--- config.mk ---
export PLATFORM = sky130hd
export DESIGN_NAME = sprite_plotter_flat
export DESIGN_NICKNAME = d
export VERILOG_FILES = /design/src/rtl/sprite_plotter_if.sv /design/src/rtl/sprite_plotter.sv /design/src/flat_wrapper.sv
export SDC_FILE = /design/constraint.sdc
export NUM_CORES = 1
export LEC_CHECK = 0
export CORE_ASPECT_RATIO = 0.7
export CORE_MARGIN = 1.5
export CORE_UTILIZATION = 59
export CTS_BUF_LIST = sky130_fd_sc_hd__clkbuf_8
export DETAILED_ROUTE_END_ITERATION = 8
export PLACE_DENSITY = 0.92
export SLEW_MARGIN = 40
export SYNTH_ARGS = -nofsm -noshare
export SYNTH_HDL_FRONTEND = slang
export SYNTH_SLANG_ARGS = --single-unit
--- constraint.sdc ---
create_clock -name clk -period 3.1 [get_ports clk]
set_input_delay 0.775 -clock clk [delete_from_list [all_inputs] [get_ports clk]]
set_output_delay 0.775 -clock clk [all_outputs]
set_load 0.1 [all_outputs]
--- src/rtl/sprite_plotter_if.sv ---
// Request/pixel bus between a sprite client and the plotter, plus the VGA-adapter pixel outputs.
interface sprite_plotter_if;
  logic       start;
  logic [7:0] x_new;
  logic [6:0] y_new;
  logic [2:0] colour_new;
  logic       busy;
  logic       done;
  logic [7:0] x_out;
  logic [6:0] y_out;
  logic [2:0] colour_out;
  logic       plot;

  modport master (
    output start, x_new, y_new, colour_new,
    input  busy, done, x_out, y_out, colour_out, plot
  );

  modport slave (
    input  start, x_new, y_new, colour_new,
    output busy, done, x_out, y_out, colour_out, plot
  );
endinterface

--- src/rtl/sprite_plotter.sv ---
// Moves a solid SPR_W x SPR_H sprite: erases the old footprint in background colour,
// then draws the new one, one pixel per cycle in raster order with frame-edge clipping.
module sprite_plotter #(
  parameter int unsigned SPR_W     = 4,
  parameter int unsigned SPR_H     = 4,
  parameter logic [2:0]  BG_COLOUR = 3'b000,
  parameter int unsigned X_MAX     = 159,
  parameter int unsigned Y_MAX     = 119
) (
  input  logic            clk,
  input  logic            resetn,
  sprite_plotter_if.slave bus
);

  localparam int unsigned XW     = 8;
  localparam int unsigned YW     = 7;
  localparam int unsigned CW     = 3;
  localparam int unsigned NPIX   = SPR_W * SPR_H;
  localparam int unsigned KW     = (NPIX > 1) ? $clog2(NPIX) : 1;
  localparam logic [KW-1:0] K_LAST = KW'(NPIX - 1);

  typedef enum logic [1:0] {IDLE, ERASE, DRAW, DONE} state_t;

  typedef struct packed {
    logic          plot;
    logic [XW-1:0] x;
    logic [YW-1:0] y;
  } pix_t;

  state_t        state;
  logic [KW-1:0] k;
  logic          old_valid;
  logic [XW-1:0] x_old, x_lat;
  logic [YW-1:0] y_old, y_lat;
  logic [CW-1:0] c_lat;

  logic          busy_q, done_q, plot_q;
  logic [XW-1:0] x_q;
  logic [YW-1:0] y_q;
  logic [CW-1:0] c_q;

  logic [KW-1:0] k_nxt;
  pix_t          px_old, px_lat, px_old0, px_new0;

  // Sums are one bit wider than the port so overflow past the frame is seen as clipped.
  function automatic pix_t pixel(input logic [XW-1:0] bx, input logic [YW-1:0] by,
                                 input logic [KW-1:0] kk);
    logic [XW:0] xs;
    logic [YW:0] ys;
    pix_t        p;
    xs     = {1'b0, bx} + (XW+1)'(32'(kk) % SPR_W);
    ys     = {1'b0, by} + (YW+1)'(32'(kk) / SPR_W);
    p.plot = (xs <= (XW+1)'(X_MAX)) && (ys <= (YW+1)'(Y_MAX));
    p.x    = xs[XW-1:0];
    p.y    = ys[YW-1:0];
    return p;
  endfunction

  // Outputs are registered, so each edge loads the pixel for the index about to be shown.
  always_comb begin
    k_nxt   = (k == K_LAST) ? '0 : k + KW'(1);
    px_old  = pixel(x_old, y_old, k_nxt);
    px_lat  = pixel(x_lat, y_lat, k_nxt);
    px_old0 = pixel(x_old, y_old, '0);
    px_new0 = pixel(bus.x_new, bus.y_new, '0);
  end

  always_ff @(posedge clk or posedge resetn) begin
    if (resetn) begin
      state     <= IDLE;
      k         <= '0;
      old_valid <= 1'b0;
      x_old     <= '0;
      y_old     <= '0;
      x_lat     <= '0;
      y_lat     <= '0;
      c_lat     <= '0;
      busy_q    <= 1'b0;
      done_q    <= 1'b0;
      plot_q    <= 1'b0;
      x_q       <= '0;
      y_q       <= '0;
      c_q       <= '0;
    end else begin
      case (state)
        IDLE: begin
          if (bus.start) begin
            x_lat  <= bus.x_new;
            y_lat  <= bus.y_new;
            c_lat  <= bus.colour_new;
            busy_q <= 1'b1;
            k      <= '0;
            if (old_valid && ((bus.x_new != x_old) || (bus.y_new != y_old))) begin
              state  <= ERASE;
              x_q    <= px_old0.x;
              y_q    <= px_old0.y;
              c_q    <= BG_COLOUR;
              plot_q <= px_old0.plot;
            end else begin
              state  <= DRAW;
              x_q    <= px_new0.x;
              y_q    <= px_new0.y;
              c_q    <= bus.colour_new;
              plot_q <= px_new0.plot;
            end
          end
        end
        ERASE: begin
          k <= k_nxt;
          if (k == K_LAST) begin
            state  <= DRAW;
            x_q    <= px_lat.x;
            y_q    <= px_lat.y;
            c_q    <= c_lat;
            plot_q <= px_lat.plot;
          end else begin
            x_q    <= px_old.x;
            y_q    <= px_old.y;
            c_q    <= BG_COLOUR;
            plot_q <= px_old.plot;
          end
        end
        DRAW: begin
          if (k == K_LAST) begin
            state  <= DONE;
            k      <= '0;
            done_q <= 1'b1;
            x_q    <= '0;
            y_q    <= '0;
            c_q    <= '0;
            plot_q <= 1'b0;
          end else begin
            k      <= k_nxt;
            x_q    <= px_lat.x;
            y_q    <= px_lat.y;
            c_q    <= c_lat;
            plot_q <= px_lat.plot;
          end
        end
        DONE: begin
          state     <= IDLE;
          done_q    <= 1'b0;
          busy_q    <= 1'b0;
          x_old     <= x_lat;
          y_old     <= y_lat;
          old_valid <= 1'b1;
        end
        default: state <= IDLE;
      endcase
    end
  end

  assign bus.busy       = busy_q;
  assign bus.done       = done_q;
  assign bus.plot       = plot_q;
  assign bus.x_out      = x_q;
  assign bus.y_out      = y_q;
  assign bus.colour_out = c_q;

endmodule

--- src/flat_wrapper.sv ---
// flat-port wrapper written by rule: the top's interface ports become plain ports
module sprite_plotter_flat 
#(
  parameter int unsigned SPR_W     = 4,
  parameter int unsigned SPR_H     = 4,
  parameter logic [2:0]  BG_COLOUR = 3'b000,
  parameter int unsigned X_MAX     = 159,
  parameter int unsigned Y_MAX     = 119
)
  (clk, resetn, bus_start, bus_x_new, bus_y_new, bus_colour_new, bus_busy, bus_done, bus_x_out, bus_y_out, bus_colour_out, bus_plot);
  sprite_plotter_if bus_i ();
  input  logic clk;
  input  logic resetn;
  input wire logic [$bits(bus_i.start)-1:0] bus_start;
  input wire logic [$bits(bus_i.x_new)-1:0] bus_x_new;
  input wire logic [$bits(bus_i.y_new)-1:0] bus_y_new;
  input wire logic [$bits(bus_i.colour_new)-1:0] bus_colour_new;
  output wire logic [$bits(bus_i.busy)-1:0] bus_busy;
  output wire logic [$bits(bus_i.done)-1:0] bus_done;
  output wire logic [$bits(bus_i.x_out)-1:0] bus_x_out;
  output wire logic [$bits(bus_i.y_out)-1:0] bus_y_out;
  output wire logic [$bits(bus_i.colour_out)-1:0] bus_colour_out;
  output wire logic [$bits(bus_i.plot)-1:0] bus_plot;
  assign bus_i.start = bus_start;
  assign bus_i.x_new = bus_x_new;
  assign bus_i.y_new = bus_y_new;
  assign bus_i.colour_new = bus_colour_new;
  assign bus_busy = bus_i.busy;
  assign bus_done = bus_i.done;
  assign bus_x_out = bus_i.x_out;
  assign bus_y_out = bus_i.y_out;
  assign bus_colour_out = bus_i.colour_out;
  assign bus_plot = bus_i.plot;
  sprite_plotter #(.SPR_W(SPR_W), .SPR_H(SPR_H), .BG_COLOUR(BG_COLOUR), .X_MAX(X_MAX), .Y_MAX(Y_MAX)) u_core (.clk(clk), .resetn(resetn), .bus(bus_i));
endmodule
---- After elaboration in Yosys (flattened, before gate mapping) ----
Cells that the tools add are included.
cells by class
  add/subtract/negate cells ............... 5
  magnitude comparators ................... 8
  eq/ne operators ......................... 9
  multiplexer cells ....................... 33
  reduce and logical (&&, ||, !) cells .... 15
operator list
  kind                   count
  $mux W8                4
  $mux W7                4
  $pmux W8 S3            1
  $pmux W7 S3            1
  $add A8 B2 Y9          2
  $le A9 B8 Y1 const B   2
  $add A7 B2 Y8          2
  $le A8 B7 Y1 const B   2
  $le A8 B8 Y1 const B   2
  $le A7 B7 Y1 const B   2
  $mux W3                4
  $mux W4                3
  $pmux W4 S3            1
  $pmux W3 S3            1
  $mux W2                4
  $ne A8 B8 Y1           1
  $pmux W2 S4            1
  $reduce_and A2 Y1      4
  $ne A7 B7 Y1           1
  $mux W1                6
  $logic_and A1 B1 Y1    5
  $add A4 B1 Y4 const B  1
  $eq A2 B2 Y1 const B   2
  $eq A4 B4 Y1 const B   1
  10 further kinds       13
word-level totals
  register bits after elaboration ......... 61
  bits of input ports ..................... 21
  output and inout port bits .............. 21
  logic and storage cells ................. 84

---- Logic depth before layout (Yosys ltp) ----
Gate-level depths: netlist of the first run.
  depth after elaboration ................. 7
  gate-level depth with buffers ........... 12

---- Worst setup path before layout of the first run ----
Ideal clock, no wire load.
  path kind ............................... reg2reg
  start point ............................. register u_core.k[0]
  end point ............................... register u_core.plot_q, in the netlist u_core.bus.plot
  setup time .............................. 0.094 ns
  data arrival time ....................... 2.507 ns
  data required time ...................... 3.006 ns
  path slack .............................. 0.499 ns
  cell stages (with the launch flop) ...... 13
  buffers on the path ..................... 1
  period minus slack after synthesis ...... 2.601 ns
  path through ............................ dfrtp_1 ha_1 buf_2 a21oi_1 o21ai_0 o21ai_0 ha_1 a21o_1 nor3b_1 a2111oi_0 o311a_1 a311oi_1 a211oi_1
between the ends
  word-level cells in the longest chain between the ends .. 7
  elaborated cells on any way between the ends .. 16
ends and longest elaborated chain
  element                                                line                                                                source
  from (decl)                                            sprite_plotter.sv:31                                                logic [KW-1:0] k;
  from (signal assigned)                                 sprite_plotter.sv:109                                               k <= k_nxt;
  from (signal assigned)                                 sprite_plotter.sv:133                                               k <= k_nxt;
  $add A4 B1 Y4 / $eq A4 B4 Y1 (equally long branches)   sprite_plotter.sv:61, sprite_plotter.sv:110, sprite_plotter.sv:124
  $mux W4                                                sprite_plotter.sv:61                                                k_nxt = (k == K_LAST) ? '0 : k + KW'(1);
  $add A8 B2 Y9 / $add A7 B2 Y8 (equally long branches)  sprite_plotter.sv:51, sprite_plotter.sv:52
  $le A9 B8 Y1 / $le A8 B7 Y1 (equally long branches)    sprite_plotter.sv:53                                                p.plot = (xs <= (XW+1)'(X_MAX)) && (ys <= (YW+1)'(Y_MAX));
  $logic_and A1 B1 Y1                                    sprite_plotter.sv:53
  $mux W1 (on tied branches)                             sprite_plotter.sv:124, sprite_plotter.sv:110
  $pmux W1 S3 *                                          sprite_plotter.sv:85                                                case (state)
  to (signal assigned)                                   sprite_plotter.sv:98                                                plot_q <= px_old0.plot;
  to (signal assigned)                                   sprite_plotter.sv:120                                               plot_q <= px_old.plot;
  to (signal assigned)                                   sprite_plotter.sv:137                                               plot_q <= px_lat.plot;
  to (decl)                                              sprite_plotter.sv:37                                                logic busy_q, done_q, plot_q;
Every way passes the cells marked *; elsewhere a longest branch is shown, timed or not.
A chain may end at the register's enable or synchronous reset.

---- Worst setup path after layout of the first run ----
Same ends and word-level chain as after synthesis.

==> results.sh, run 1 <==
export IMPL_synthesis_area_mm2=0.00384
export IMPL_min_to="u_core.bus.y_out[5]$_DFFE_PP0P_"
export IMPL_num_fill_cells=455
export IMPL_crit_path_end_kind="register"
export IMPL_final_util_pct=71.3
export IMPL_ys_warn_count=0
export IMPL_numPortBuffers=41
export IMPL_clock_skew_ns=0.00666
export IMPL_ioPinCount=42
export IMPL_synth_distinct_cells=48
export IMPL_hold_viol=0
export IMPL_setup_worst_path_class="register to register"
export IMPL_worstRegToRegCells=10
export IMPL_dr_pass1_iters=5
export IMPL_synth_top_family_by_area="simple AND/OR/NAND/NOR gates"
export IMPL_cts_tree="built"
export IMPL_worstMarginPinSlew_ns=0.611
export IMPL_dieArea_mm2=0.00700
export IMPL_core_mm2=0.00625
export IMPL_cts_sinks=61
export IMPL_pre_cts_ws_ns=0.103
export IMPL_avgRoutedWirePerCell_um=20.4
export IMPL_seq_area_frac_synth_pct=39.8
export IMPL_post_cts_resized=0
export IMPL_seqCellArea_mm2=0.00153
export IMPL_synth_edff_count=0
export IMPL_synth_top_area_cell="dfrtp_1"
export IMPL_numCtsBuffers=9
export IMPL_grt_max_degree=39
export IMPL_r2r_slack_ns=0.12
export IMPL_drive_gt1_share_pct=19.5
export IMPL_gp_congestion=0.947
export IMPL_synth_area_per_cell_um2=10.1
export IMPL_synthAdderAreaFrac_pct=6.65
export IMPL_holdPathStages=1
export IMPL_fin_setup_tns_ns=0
export IMPL_vias=3229
export IMPL_grt_ovfl_total=0
export IMPL_synth_top_cells_by_area="dfrtp_1, mux2_2, xnor2_1"
export IMPL_diodes=0
export IMPL_fin_crit_ns=2.98
export IMPL_grt_pass1_wl_um=16500
export IMPL_slew_violations=0
export IMPL_synthMuxAreaShare_pct=12.4
export IMPL_row_count=24
export IMPL_synth_ff_type="dfrtp_1"
export IMPL_fp_dieW_um=99.4
export IMPL_slew_headroom_pct=59.1
export IMPL_grt_pass1_vias=3241
export IMPL_worstSkewPairLatency_ns=0.35
export IMPL_die_h_um=70.5
export IMPL_cp_required_ns=3.36
export IMPL_fin_ws_ns=0.117
export IMPL_track_usage_pct=31.0
export IMPL_path_max_fanout=7
export IMPL_min_period_over_period_pct=96.2
export IMPL_cts_hold_fix_buffers=0
export IMPL_maxCapViolations=0
export IMPL_routed_wl_um=10100
export IMPL_hold_class="register to register"
export IMPL_ant_nets=0
export IMPL_start_util_pct=61.4
export IMPL_antenna_found_initial=0
export IMPL_vias_per_cell=6.55
export IMPL_synth_compound_area_share_pct=14.0
export IMPL_multiInputGateArea_mm2=0.00216
export IMPL_cp_start_kind="register"
export IMPL_cts_root_buffer="clkbuf_8"
export IMPL_drc=0
export IMPL_reg2reg_from="u_core.k[0]$_DFFE_PP0P_"
export IMPL_first_iter_violations=316
export IMPL_clockBufferDepth=2
export IMPL_rsz0062_at_grt="false"
export IMPL_synthXorXnorAreaFrac_pct=8.68
export IMPL_synth_async_reset_ratio_pct=100
export IMPL_hpwlAfterDp_um=6940
export IMPL_setup_viol=0
export IMPL_nets=450
export IMPL_r2r_end="u_core.bus.plot$_DFFE_PP0P_"
export IMPL_status="completed"
export IMPL_hold_start="u_core.bus.y_out[5]$_DFFE_PP0P_"
export IMPL_cts_setup_buffers=0
export IMPL_synth_simple_gate_area_share_pct=14.4
export IMPL_htreeDepth=3
export IMPL_synth_top_area_share_pct=39.8
export IMPL_max_freq_mhz=335
export IMPL_clk_pin_slew_ns=0.07
export IMPL_critPathArrivalTime_ns=3.25
export IMPL_ys_ff_latch=61
export IMPL_synth_nets=417
export IMPL_syn_to_final_growth_pct=16.0
export IMPL_syn_inst=378
per-layer routing:
metal  track usage (%)  part of all wire, %
met2              46.7                   46
met5                 0                    0
met4              12.2                  2.6
met1              41.8                   43
met3              9.61                  9.0
how the worst max path moves through the flow:
stage                       startpoint                               to  slack (ns)  cells past startpoint
2_1_floorplan  u_core.k[0]$_DFFE_PP0P_      u_core.bus.plot$_DFFE_PP0P_        0.50                     12
6_report       u_core.k[0]$_DFFE_PP0P_      u_core.bus.plot$_DFFE_PP0P_        0.12                     10
3_5_place_dp              bus_y_new[4]  u_core.bus.y_out[0]$_DFFE_PP0P_        0.10                      8
4_1_cts        u_core.k[0]$_DFFE_PP0P_      u_core.bus.plot$_DFFE_PP0P_        0.13                     10
3_3_place_gp              bus_y_new[1]      u_core.bus.plot$_DFFE_PP0P_        0.23                      8
5_1_grt        u_core.k[0]$_DFFE_PP0P_      u_core.bus.plot$_DFFE_PP0P_       0.005                     10
cell usage after synthesis, types with 5 or more instances:
cell type   n
ha_1       14
mux2i_1     9
clkbuf_1   21
inv_1       5
nand2_1    25
o22ai_1     7
xor2_1     13
a31oi_1     7
a22oi_1    11
dfrtp_1    61
nand3b_1    5
nor2_1     20
or3b_1      7
mux2_2     32
o21ai_0    19
nand3_1    13
a21oi_1    13
xnor2_1    25
nand4_1     8
kinds of logic after synthesis:
kind of cell    Yosys count
buf+inv                  34
fa+ha+maj                18
compound gates           81
mux                      43
flops                    61
xor+xnor                 38
simple gates            103
per-stage QoR:
step / cell area, um2 / hold WS, ns / instances
3_3_place_gp: 4250 / 0.487 / 478
3_5_place_dp: 4260 / 0.488 / 478
5_1_grt: 4450 / 0.520 / 493
6_report: 4450 / 0.498 / 493
2_1_floorplan: 3840 / 0.480 / 378
4_1_cts: 4450 / 0.503 / 493
final cells by class:
type	count	share of cell area, %
clock buffers	11	3.40
clock inverters	4	0.927
inverters	5	0.422
multi-input cells	283	48.5
flip-flops and latches	61	34.3
well taps	78	2.19
repair buffers	51	10.3
critical path, cell delays in order (launching register included):
cell and delay (ns):
dfrtp_1 0.42, ha_1 0.33, a31oi_1 0.19, ha_1 0.29, fa_1 0.50, nand3_1 0.19
nor3_1 0.08, a2111oi_0 0.40, o311a_1 0.23, a311oi_1 0.05, a211oi_1 0.21
sequential cells by signal (all words and copies together) (netlist names):
name,count
u_core.bus.busy,1
u_core.x_lat,8
u_core.bus.plot,1
u_core.old_valid,1
u_core.y_lat,7
u_core.x_old,8
u_core.state,2
u_core.bus.y_out,7
u_core.bus.colour_out,3
u_core.k,4
u_core.bus.x_out,8
u_core.c_lat,3
u_core.bus.done,1
u_core.y_old,7
cell usage in the layout (no fill, tap or decap), drive strengths merged, types with 2 or more instances in the layout:
cell and n:
nand4 8, a211oi 3, nand2b 3, and3b 3, nand2 25, a22oi 11
o32a 3, mux2 33, a31oi 7, nand3 13, a221oi 4, a21o 4
a21oi 13, or3b 7, xor2 13, nor2 20, mux2i 10, fa 4
o311ai 2, a22o 2, o22ai 7, nor2b 3, nand3b 5, o21ai 19
ha 14, buf 31, dfrtp 61, nor3b 4, xnor2 25, and3 3
inv 8, nor3 4, clkdlybuf4s50 20, clkbuf 11, nor4 2
Power of run 1 is left out: the tool's default activity adds up to more than one toggle a clock period on the data nets, which glitch-free logic cannot reach.
==> inputs of run 2 (changes only) <==
--- a/config.mk
+++ b/config.mk
@@ -7,10 +7,11 @@
 export LEC_CHECK = 0
 export CORE_ASPECT_RATIO = 0.7
 export CORE_MARGIN = 1.5
-export CORE_UTILIZATION = 59
+export CORE_UTILIZATION = 60
 export CTS_BUF_LIST = sky130_fd_sc_hd__clkbuf_8
 export DETAILED_ROUTE_END_ITERATION = 8
-export PLACE_DENSITY = 0.92
+export PLACE_DENSITY = 0.93
+export RECOVER_POWER = 50
 export SLEW_MARGIN = 40
 export SYNTH_ARGS = -nofsm -noshare
 export SYNTH_HDL_FRONTEND = slang
==> constraint.sdc (replaced) <==
create_clock -name clk -period 3.6 [get_ports clk]
set_input_delay 0.9 -clock clk [delete_from_list [all_inputs] [get_ports clk]]
set_output_delay 0.9 -clock clk [all_outputs]
set_load 0.1 [all_outputs]
==> run 2 against run 1 <==
- the run now ends with DRC, capacitance limit, slew limit left
- flip-flop and latch count did not move
- routed wire length down 4.1%
- clock skew rose by 0.0043 ns
- non-clock buffer count shrank 1
- worst setup slack improved by 0.40 ns
- die area down 1.6%
- sequential share of layout area rose by 0.31 points
- hold slack gained 0.012 ns
- global-route usage decreased by 1.1 points
- final cell count stayed put
- first-iteration DRC count is 0.32% lower
- critical endpoint unchanged
- largest cell class unchanged
==> results.sh, run 2 (synthesis results as in run 1) <==
export IMPL_status="finished, violations left"
export IMPL_failed_checks="DRC, capacitance limit, slew limit"
export IMPL_cts_sinks=61
export IMPL_fp_dieW_um=98.6
export IMPL_track_usage_pct=29.8
export IMPL_dr_pass1_iters=9
export IMPL_ant_nets=0
export IMPL_start_util_pct=61.7
export IMPL_hpwlAfterDp_um=6840
export IMPL_routed_wl_um=9640
export IMPL_final_cell_mix="dfrtp_1, mux2_2, buf_4, nand2_1, xnor2_1"
export IMPL_crit_path_end_kind="register"
export IMPL_slowest_stage="a2111oi_0"
export IMPL_slew_violations=36
export IMPL_setup_worst_path_class="register to register"
export IMPL_grt_ovfl_total=0
export IMPL_drive_gt1_share_pct=19.0
export IMPL_hold_class="register to register"
export IMPL_setup_viol=0
export IMPL_worst_path_buf_inv=0
export IMPL_numPortBuffers=41
export IMPL_hold_viol=0
export IMPL_cts_tree="built"
export IMPL_first_iter_violations=315
export IMPL_rsz0062_at_grt="false"
export IMPL_dieArea_mm2=0.00689
export IMPL_critPathArrivalTime_ns=3.35
export IMPL_drc=3
export IMPL_clock_skew_ns=0.0109
export IMPL_clockBufferDepth=2
export IMPL_clk_pin_slew_ns=0.07
export IMPL_vias_per_cell=6.53
export IMPL_diodes=0
export IMPL_worstSkewPairLatency_ns=0.35
export IMPL_grt_pass1_vias=3164
export IMPL_min_period_over_period_pct=85.5
export IMPL_vias=3218
export IMPL_fin_crit_ns=3.08
export IMPL_nets=449
export IMPL_final_common_cell="dfrtp_1"
export IMPL_crit_top_cell="ha_1"
export IMPL_maxCapViolations=1
export IMPL_place_area_mm2=0.00422
export IMPL_slew_headroom_pct=-22.2
export IMPL_grt_pass1_wl_um=15700
export IMPL_cp_start_kind="register"
export IMPL_cts_hold_fix_buffers=0
export IMPL_row_count=24
export IMPL_path_max_fanout=7
export IMPL_syn_to_final_growth_pct=15.0
export IMPL_cts_setup_buffers=0
export IMPL_gp_congestion=0.927
export IMPL_worstMarginPinSlew_ns=1.83
export IMPL_critical_path_max_stage_delay_ns=0.49
export IMPL_htreeDepth=3
export IMPL_max_freq_mhz=325
export IMPL_fin_area_mm2=0.00441
export IMPL_cp_cell_sequence="ha_1 -> a31oi_1 -> ha_1 -> fa_1 -> nand3_1 -> nor3_1 -> a2111oi_0 -> o311a_1 -> a311oi_1 -> a211oi_1"
export IMPL_post_cts_resized=0
export IMPL_cp_required_ns=3.87
export IMPL_antenna_found_initial=0
export IMPL_final_util_pct=71.0
export IMPL_avgRoutedWirePerCell_um=19.6
export IMPL_cts_root_buffer="clkbuf_8"
export IMPL_numCtsBuffers=9
export IMPL_core_mm2=0.00622
export IMPL_cp_top_family="compound AO/OA/AOI/OAI gates"
export IMPL_grt_max_degree=36
export IMPL_fin_setup_tns_ns=0
export IMPL_die_h_um=69.9
export IMPL_ioPinCount=42
-- run 2: layout make-up --
type | count | area, um2
multi-input combinational | 283 | 2160
fill | 465 | 1800
sequential | 61 | 1530
timing repair buffer | 50 | 418
clock buffer | 10 | 138
tap | 78 | 97.6
clock inverter | 6 | 55.1
inverter | 5 | 18.8
-- run 2: worst paths after layout --
check | cells past startpoint | to | slack (ns) | startpoint
max in group asynchronous | 3 | u_core.state[1]$_DFFE_PP0P_ | 0.89 | resetn
worst min-delay path | 1 | u_core.bus.x_out[3]$_DFFE_PP0P_ | 0.51 | u_core.bus.x_out[3]$_DFFE_PP0P_
min in group asynchronous | 3 | u_core.bus.y_out[3]$_DFFE_PP0P_ | 1.47 | resetn
worst max-delay path | 10 | u_core.bus.plot$_DFFE_PP0P_ | 0.52 | u_core.k[0]$_DFFE_PP0P_
worst max register to register | 10 | u_core.bus.plot$_DFFE_PP0P_ | 0.52 | u_core.k[0]$_DFFE_PP0P_
worst min register to register | 1 | u_core.bus.x_out[3]$_DFFE_PP0P_ | 0.51 | u_core.bus.x_out[3]$_DFFE_PP0P_
-- run 2: stage by stage --
stage                     hold slack [ns]  setup slack [ns]  instances
final                               0.510             0.522        493
after global routing                0.528             0.394        493
after CTS                           0.508             0.538        493
after detailed placement            0.493             0.522        477
after global placement              0.487             0.594        477
after floorplan                     0.480             0.999        378
-- run 2: routing by layer --
metal  global-route usage [%]  vias to the layer above  wire length (um)  part of all wire [%]
met2                     44.6                      187              4250                    44
met1                     41.3                     1559              4240                    44
met5                        0                        -                 0                     0
met4                     11.9                        0               240                   2.5
li1                         -                     1445                 -                     -
met3                     8.41                       27               904                   9.4
Power of run 2 is left out for the same reason.
